[src/rtl/ltssm_timer_pkg.sv]
// Shared LTSSM timer duration codes and code-to-millisecond decode.
`timescale 1ns/1ps
package ltssm_timer_pkg;

    localparam logic [2:0] t0ms  = 3'd0;
    localparam logic [2:0] t12ms = 3'd1;
    localparam logic [2:0] t24ms = 3'd2;
    localparam logic [2:0] t48ms = 3'd3;
    localparam logic [2:0] t2ms  = 3'd4;
    localparam logic [2:0] t8ms  = 3'd5;
    localparam logic [2:0] t1ms  = 3'd6;

    function automatic logic [5:0] decode_ms(input logic [2:0] code);
        logic [5:0] ms;
        ms = 6'd0;
        case (code)
            t12ms:   ms = 6'd12;
            t24ms:   ms = 6'd24;
            t48ms:   ms = 6'd48;
            t2ms:    ms = 6'd2;
            t8ms:    ms = 6'd8;
            t1ms:    ms = 6'd1;
            default: ms = 6'd0;
        endcase
        return ms;
    endfunction

endpackage

[src/rtl/ltssm_rx_timer_ms_tick_gen.sv]
// Millisecond prescaler: tick_o marks the edge on which the prescaler wraps.
`timescale 1ns/1ps
module ms_tick_gen #(
    parameter int CYCLES_PER_MS = 250000,
    parameter int PRESC_W       = 18
) (
    input  logic clk,
    input  logic rst_n,
    input  logic clear_i,
    input  logic run_i,
    output logic tick_o
);

    localparam logic [PRESC_W-1:0] LAST = PRESC_W'(CYCLES_PER_MS - 1);

    logic [PRESC_W-1:0] presc_q;
    logic [PRESC_W-1:0] presc_d;
    logic               wrap;

    assign wrap   = run_i && (presc_q == LAST);
    assign tick_o = wrap;

    always_comb begin
        presc_d = presc_q;
        if (clear_i) begin
            presc_d = '0;
        end else if (wrap) begin
            presc_d = '0;
        end else if (run_i) begin
            presc_d = presc_q + 1'b1;
        end
    end

    always_ff @(posedge clk or negedge rst_n) begin
        if (!rst_n) begin
            presc_q <= '0;
        end else begin
            presc_q <= presc_d;
        end
    end

endmodule

[src/rtl/ltssm_rx_timer.sv]
// Receive-side LTSSM timeout timer: latches a duration code and raises a
// sticky timeOut after that many milliseconds of enabled counting.
`timescale 1ns/1ps
module ltssm_rx_timer
    import ltssm_timer_pkg::*;
#(
    parameter int CYCLES_PER_MS = 250000,
    parameter int PRESC_W       = 18
) (
    input  logic       clk,
    input  logic       reset,
    input  logic [2:0] timeToWait,
    input  logic       startTimer,
    input  logic       enableTimer,
    input  logic       resetTimer,
    output logic       timeOut,
    output logic       timerRunning,
    output logic [5:0] elapsedMs
);

    logic [5:0] target_q;
    logic [5:0] elapsed_q;
    logic       timeout_q;
    logic       running_q;

    logic [5:0] new_target;
    logic [5:0] elapsed_inc;
    logic       presc_clear;
    logic       presc_run;
    logic       ms_tick;

    assign new_target  = decode_ms(timeToWait);
    assign elapsed_inc = elapsed_q + 6'd1;
    assign presc_clear = startTimer || !resetTimer;
    assign presc_run   = !presc_clear && enableTimer && running_q;

    ms_tick_gen #(
        .CYCLES_PER_MS (CYCLES_PER_MS),
        .PRESC_W       (PRESC_W)
    ) u_tick (
        .clk     (clk),
        .rst_n   (reset),
        .clear_i (presc_clear),
        .run_i   (presc_run),
        .tick_o  (ms_tick)
    );

    // Start beats clear beats counting; anything else holds.
    always_ff @(posedge clk or negedge reset) begin
        if (!reset) begin
            target_q  <= '0;
            elapsed_q <= '0;
            timeout_q <= 1'b0;
            running_q <= 1'b0;
        end else if (startTimer) begin
            target_q  <= new_target;
            elapsed_q <= '0;
            timeout_q <= (new_target == 6'd0);
            running_q <= (new_target != 6'd0);
        end else if (!resetTimer) begin
            elapsed_q <= '0;
            timeout_q <= 1'b0;
            running_q <= 1'b0;
        end else if (presc_run && ms_tick) begin
            elapsed_q <= elapsed_inc;
            if (elapsed_inc == target_q) begin
                timeout_q <= 1'b1;
                running_q <= 1'b0;
            end
        end
    end

    assign timeOut      = timeout_q;
    assign timerRunning = running_q;
    assign elapsedMs    = elapsed_q;

endmodule

[config.mk]
export PLATFORM = sky130hd
export DESIGN_NAME = ltssm_rx_timer
export DESIGN_NICKNAME = d
export VERILOG_FILES = /design/src/rtl/ltssm_timer_pkg.sv /design/src/rtl/ltssm_rx_timer_ms_tick_gen.sv /design/src/rtl/ltssm_rx_timer.sv
export SDC_FILE = /design/constraint.sdc
export NUM_CORES = 1
export LEC_CHECK = 0
export CORE_MARGIN = 5
export CORE_UTILIZATION = 35
export DETAILED_ROUTE_END_ITERATION = 8
export PLACE_DENSITY_LB_ADDON = 0.25
export SYNTH_ARGS = -nofsm -noshare
export SYNTH_HDL_FRONTEND = slang
export SYNTH_SLANG_ARGS = --single-unit
[constraint.sdc]
create_clock -name clk -period 3.01 [get_ports clk]
set_clock_uncertainty 0.2 [all_clocks]
set_input_delay 0.602 -clock clk [delete_from_list [all_inputs] [get_ports clk]]
set_output_delay 0.602 -clock clk [all_outputs]
set_load 0.02 [all_outputs]
==> flow_summary.toml, run 1 <==
[clocking]
numCtsBuffers = 5
clk_pin_slew_worst_paths_ns = 0.06
root_buffer = "clkbuf_8"
cts_hold_buf = 0
clock_sinks = 32
postCtsSetupBuffers = 0
cts_tree = "built"
htreeDepth = 2
cts_buffer_depth = 2
clk_latency_ns = 0.28
cts_resized = 0

[min_path]
hold_path.class = "reg -> reg"
hp-start = "target_q[3]"
worstHoldPathCells = 1
min_to = "target_q[3]"

[floorplan]
pin_count = 16
row_count = 25
die_h_um = 80.5
initial_core_util = 0.364
die_area_mm2 = 0.00649
die_w_um = 80.5
core-area_mm2 = 0.00479

[setup_path]
critPathKind = "in -> reg"
rr_worst_depth = 5
cp_slowest_cell = "a2111oi_0"
crit_top_cell = "nand2_1"
worstPathArrival_ns = 2.31
critPathLaunchType = "primary input"
rrSetupSlack_ns = 0.75
r2r-start = "u_tick.presc_q[11]"
max_stage_delay_ns = 0.68
timing.rr.end = "elapsedMs[3]"
critPathMaxFanout = 9
crit_required_ns = 2.97
worstPathCellList = "clkdlybuf4s50_1 > nand2_1 > a2111oi_0 > nand2_1 > xor2_1 > nor2_1"
end_kind = "register"

[drt]
vias = 1316
drc = 0
wl_per_cell_um = 13.3
wl_um = 3650
dr.pass1.iters = 4
drtIter0Drc = 91
vias_per_cell = 4.80
ant_nets = 0

[logic_synthesis]
synthFlopType = "dfrtp_1"
synth_edf_count = 0
synth_warnings = 0
synth_cells = 184
ys_seq_area_frac = 0.460
syn_area_mm2 = 0.00174
syn_nets = 194
ys_ff_latch = 32
ys_types = 40
synthArstFlopShare = 1.00
synth_area_per_cell_um2 = 9.47

[power_and_ir_drop]
peakVddDrop_mv = 0.222
p_int_mw = 0.626
power_mw = 0.823
p_clk_frac = 0.369
combPwrFrac = 0.087
switching_share = 0.239
p_switching_mw = 0.197
p_leak_nw = 0.851
seq_power_share = 0.544
p_per_area_mw_per_mm2 = 397

[timing]
period_needed_ns = 2.35
rsz0062_at_grt = "false"
tns_ns = 0
hold_viol = 0
finalSetupViolations = 0
relSlewSlack = 0.562
drv_slew = 0
fin_crit_sh = 0.782
fin_hold_ws_ns = 0.317
layout_setup_ws_ns = 0.656
tightest_slew_ns = 0.640
max_freq_ghz = 0.425

[final_layout]
antenna_cells = 0
fillCellCount = 475
final_net_count = 217
final_util = 0.433
stdcell_area_mm2 = 0.00207
fin_cells = 274
syn_to_final_growth_pct = 19.1
drive_above_1_share = 0.0773

[run]
cap_viol_max_count = 0

[global_routing]
grt_antenna_before_repair = 0
grt-ovfl-total = 0
grt_max_degree = 33
grt_pass1_vias = 1296
grt_pass1_wl_um = 6220
grtUsageTotal = 0.127

[place]
post-place-ws_ns = 0.378
dpl.hpwl_um = 2680
gp_congestion = 0.794
dp.cells = 267
port_buffers = 15
dpl_cell_area_mm2 = 0.00200

[run_status]
status = "finished clean"
-- worst max-delay path, delay by kind of cell --
kind	cells	cell delay [ns]
and+or+nand+nor	3	0.37
buffers and inverters	1	0.50
xor gates and xnor gates	1	0.15
AOI/OAI and AO/OA	1	0.68
-- worst max path at each step --
stage,endpoint,cells past startpoint,from
final,u_tick.presc_q[9],6,enableTimer
after global routing,u_tick.presc_q[11],6,enableTimer
after CTS,u_tick.presc_q[9],6,enableTimer
after detailed placement,u_tick.presc_q[11],6,enableTimer
after global placement,u_tick.presc_q[9],6,enableTimer
after floorplan,timerRunning,6,elapsedMs[0]
-- placed cells by master (no fill, tap or decap), types with 2 or more instances in the layout --
master,synthesis,routed
nand2b_1,7,7
a21oi_1,5,5
nand4_1,5,5
nand3_1,14,14
xor2_1,17,17
mux2i_1,2,2
clkbuf_8,0,5
a2111oi_0,2,2
nand2_1,23,23
nor2_1,24,24
xnor2_1,8,8
dfrtp_1,32,32
and3_1,3,3
o22ai_1,3,3
buf_4,0,5
ha_1,2,2
inv_1,5,5
or4_1,3,3
o211ai_1,4,4
o21ai_1,2,2
clkdlybuf4s50_1,0,15
-- per-layer routing --
| metal | GRT usage | vias up | part of all wire |
|---|---|---|---|
| met5 | 0 | - | 0 |
| met4 | 0.0355 | 0 | 0.011 |
| met3 | 0.0437 | 5 | 0.025 |
| met2 | 0.187 | 10 | 0.42 |
| met1 | 0.177 | 614 | 0.54 |
| li1 | - | 687 | - |
-- sequential cells by signal, summed over array words and instances, names as in the netlist --
name            flops
timeOut             1
target_q            6
timerRunning        1
u_tick.presc_q     18
elapsedMs           6
-- cell families (layout without fill, tap and decap cells) --
family / count (synthesis) / count (layout) / synth area share
adder cells (fa/ha/maj): 2 / 2 / 0.0144
buffers and inverters: 9 / 32 / 0.0201
flip-flops: 32 / 32 / 0.460
AO/OA/AOI/OAI: 22 / 22 / 0.0891
XOR/XNOR: 25 / 25 / 0.126
AND/OR/NAND/NOR: 91 / 91 / 0.273
multiplexers: 3 / 3 / 0.0180
-- power by group through the flow --
| stage | Clock, mW | Sequential [mW] | Combinational (mW) |
|---|---|---|---|
| 6_report | 0.304 | 0.447 | 0.0718 |
| 5_1_grt | 0.339 | 0.448 | 0.0796 |
| 4_1_cts | 0.320 | 0.447 | 0.0728 |
| 3_5_place_dp | 0 | 0.455 | 0.0727 |
| 3_3_place_gp | 0 | 0.455 | 0.0729 |
| 2_1_floorplan | 0 | 0.455 | 0.0344 |
-- area by class of cell --
cell class,count,area [um^2],share of cell area
Multi-Input combinational cell,143,906,0.437
Sequential cell,32,801,0.386
Timing Repair Buffer,20,188,0.0905
Tap cell,67,83.8,0.0404
Clock buffer,6,72.6,0.0350
Inverter,5,18.8,0.00905
Clock inverter,1,5.00,0.00241
-- synth_stat cells (4+ instances only) --
| cell | number | share of area |
|---|---|---|
| dfrtp_1 | 32 | 0.46 |
| nor2_1 | 24 | 0.052 |
| nand2_1 | 23 | 0.050 |
| xor2_1 | 17 | 0.085 |
| nand3_1 | 14 | 0.040 |
| xnor2_1 | 8 | 0.040 |
| nand2b_1 | 7 | 0.025 |
| a21oi_1 | 5 | 0.014 |
| inv_1 | 5 | 0.011 |
| nand4_1 | 5 | 0.018 |
| o211ai_1 | 4 | 0.017 |
Note: power is estimated with default switching activity, not from simulation.
==> run 2: changes to the inputs <==
- clock period: 3.01 -> 2.2 ns (I/O delays scaled with it)
==> run 2 against run 1 <==
Compared with the run above:
- combinational power up 62%
- first-iteration DRC count unchanged
- global-route usage up 1.5 points
- total power up 40%
- critical endpoint is now timeOut
- largest power group unchanged
- highest routed layer unchanged
==> flow_summary.toml, run 2 (synthesized netlist as in run 1, its figures left out) <==
[setup_path]
end_kind = "register"
crit_family = "compound AO/OA/AOI/OAI gates"
crit_required_ns = 2.18
cp.depth = 6
critPathBufInv = 0
crit_end = "timeOut"
worstPathArrival_ns = 2.11
cp_slowest_cell = "or3b_4"
r2r-start = "elapsedMs[0]"
critPathKind = "reg -> reg"
critPathMaxFanout = 3
max_stage_delay_ns = 0.40
rrSetupSlack_ns = 0.07
rr_worst_depth = 6
timing.rr.end = "timeOut"
critPathLaunchType = "register"
critPathLaunch = "elapsedMs[0]"
worstPathCellList = "ha_1 > nand2b_1 > o211ai_1 > or3b_4 > a211o_1 > o31ai_2"

[floorplan]
row_count = 25
die_area_mm2 = 0.00649
pin_count = 16
core-area_mm2 = 0.00479
die_w_um = 80.5
initial_core_util = 0.364
die_h_um = 80.5

[global_routing]
grt_max_degree = 33
grt-ovfl-total = 0
gr-usage-met1 = 0.206
grt_pass1_vias = 1380
met3_usage = 0.0426
grt_pass1_wl_um = 6940
grtUsageTotal = 0.142
grt_most_used_layer = "met1"
met2_usage = 0.196
grt_antenna_before_repair = 0

[drt]
vias = 1448
drtIter0Drc = 91
vias_per_cell = 4.88
wl_um = 4020
wl_per_cell_um = 13.5
drc = 0
ant_nets = 0
dr.pass1.iters = 4

[final_layout]
syn_to_final_growth_pct = 31.0
largest_register_ffs = 18
drive_above_1_share = 0.191
final_common_cell = "dfrtp_1"
final_net_count = 240
fin_cells = 297
regMostFlops = "u_tick.presc_q"
antenna_cells = 0
final_cell_mix = "dfrtp_1, buf_4, nor2_1"
stdcell_area_mm2 = 0.00228
final_util = 0.477

[clocking]
numCtsBuffers = 5
cts_tree = "built"
clk_pin_slew_worst_paths_ns = 0.07
clock_sinks = 32
root_buffer = "clkbuf_8"
postCtsSetupBuffers = 0
cts_buffer_depth = 2
htreeDepth = 2
cts_hold_buf = 0
clk_latency_ns = 0.28

[timing]
layout_setup_ws_ns = 0.0705
relSlewSlack = 0.657
tightest_slew_ns = 0.502
finalSetupViolations = 0
rsz0062_at_grt = "true"
tns_ns = 0
drv_slew = 0
period_needed_ns = 2.13
fin_crit_sh = 0.968
max_freq_ghz = 0.470
hold_viol = 0

[min_path]
hold_path.class = "reg -> reg"

[place]
post-place-ws_ns = -0.133
dpl_cell_area_mm2 = 0.00218
port_buffers = 15
dpl.hpwl_um = 2910
gp_congestion = 0.862
dp.cells = 290

[run]
cap_viol_max_count = 0

[power_and_ir_drop]
p_leak_nw = 0.980
p_per_area_mw_per_mm2 = 507
peakVddDrop_mv = 0.344

[run_status]
status = "finished clean"
-- run 2: routing by layer --
layer	vias to the layer above	part of all wire	wire length, um
met5	-	0	0
met4	0	0.015	59
met3	6	0.036	143
met2	22	0.44	1770
met1	684	0.51	2040
li1	736	-	-
-- run 2: final cells by class --
cell class / instances / area [um^2]
multi-input cells: 143 / 927
clock inverters: 1 / 5.00
inverters: 5 / 18.8
fillers: 476 / 2500
well taps: 67 / 83.8
clock buffers: 6 / 72.6
flip-flops and latches: 32 / 801
repair buffers: 43 / 373
-- run 2: report_power, final --
part	total, mW	switching (mW)	internal [mW]	leakage, nW
sequential	0.612	0.0119	0.600	0.439
combinational	0.116	0.0621	0.0537	0.500
clock	0.428	0.213	0.215	0.0410
-- run 2: timing repair --
action                                  in CTS  in global routing
endpoints found under the setup margin       0                  5
endpoints found under the hold margin        0                  0
gates resized for setup                      0                  6
-- run 2: per-stage QoR --
step	power, mW	hold WS (ns)
finish	1.16	0.300
global route	1.21	0.337
CTS	1.16	0.310
detailed placement	0.736	0.297
global placement	0.733	0.289
floorplan	0.670	-0.0556
-- run 2: worst min path at each step --
stage	startpoint	end	slack, ns	cells past startpoint
2_1_floorplan	reset	elapsedMs[0]	-0.06	0
3_3_place_gp	target_q[3]	target_q[3]	0.29	1
3_5_place_dp	target_q[3]	target_q[3]	0.30	1
4_1_cts	target_q[3]	target_q[3]	0.31	1
5_1_grt	target_q[3]	target_q[3]	0.34	1
6_report	target_q[3]	target_q[3]	0.30	1
==> run 3: changes to the inputs <==
- SLEW_MARGIN: not set -> 20
==> results of run 3 <==
Same layout as run 2: the final DEF is identical, and so are final timing and power.
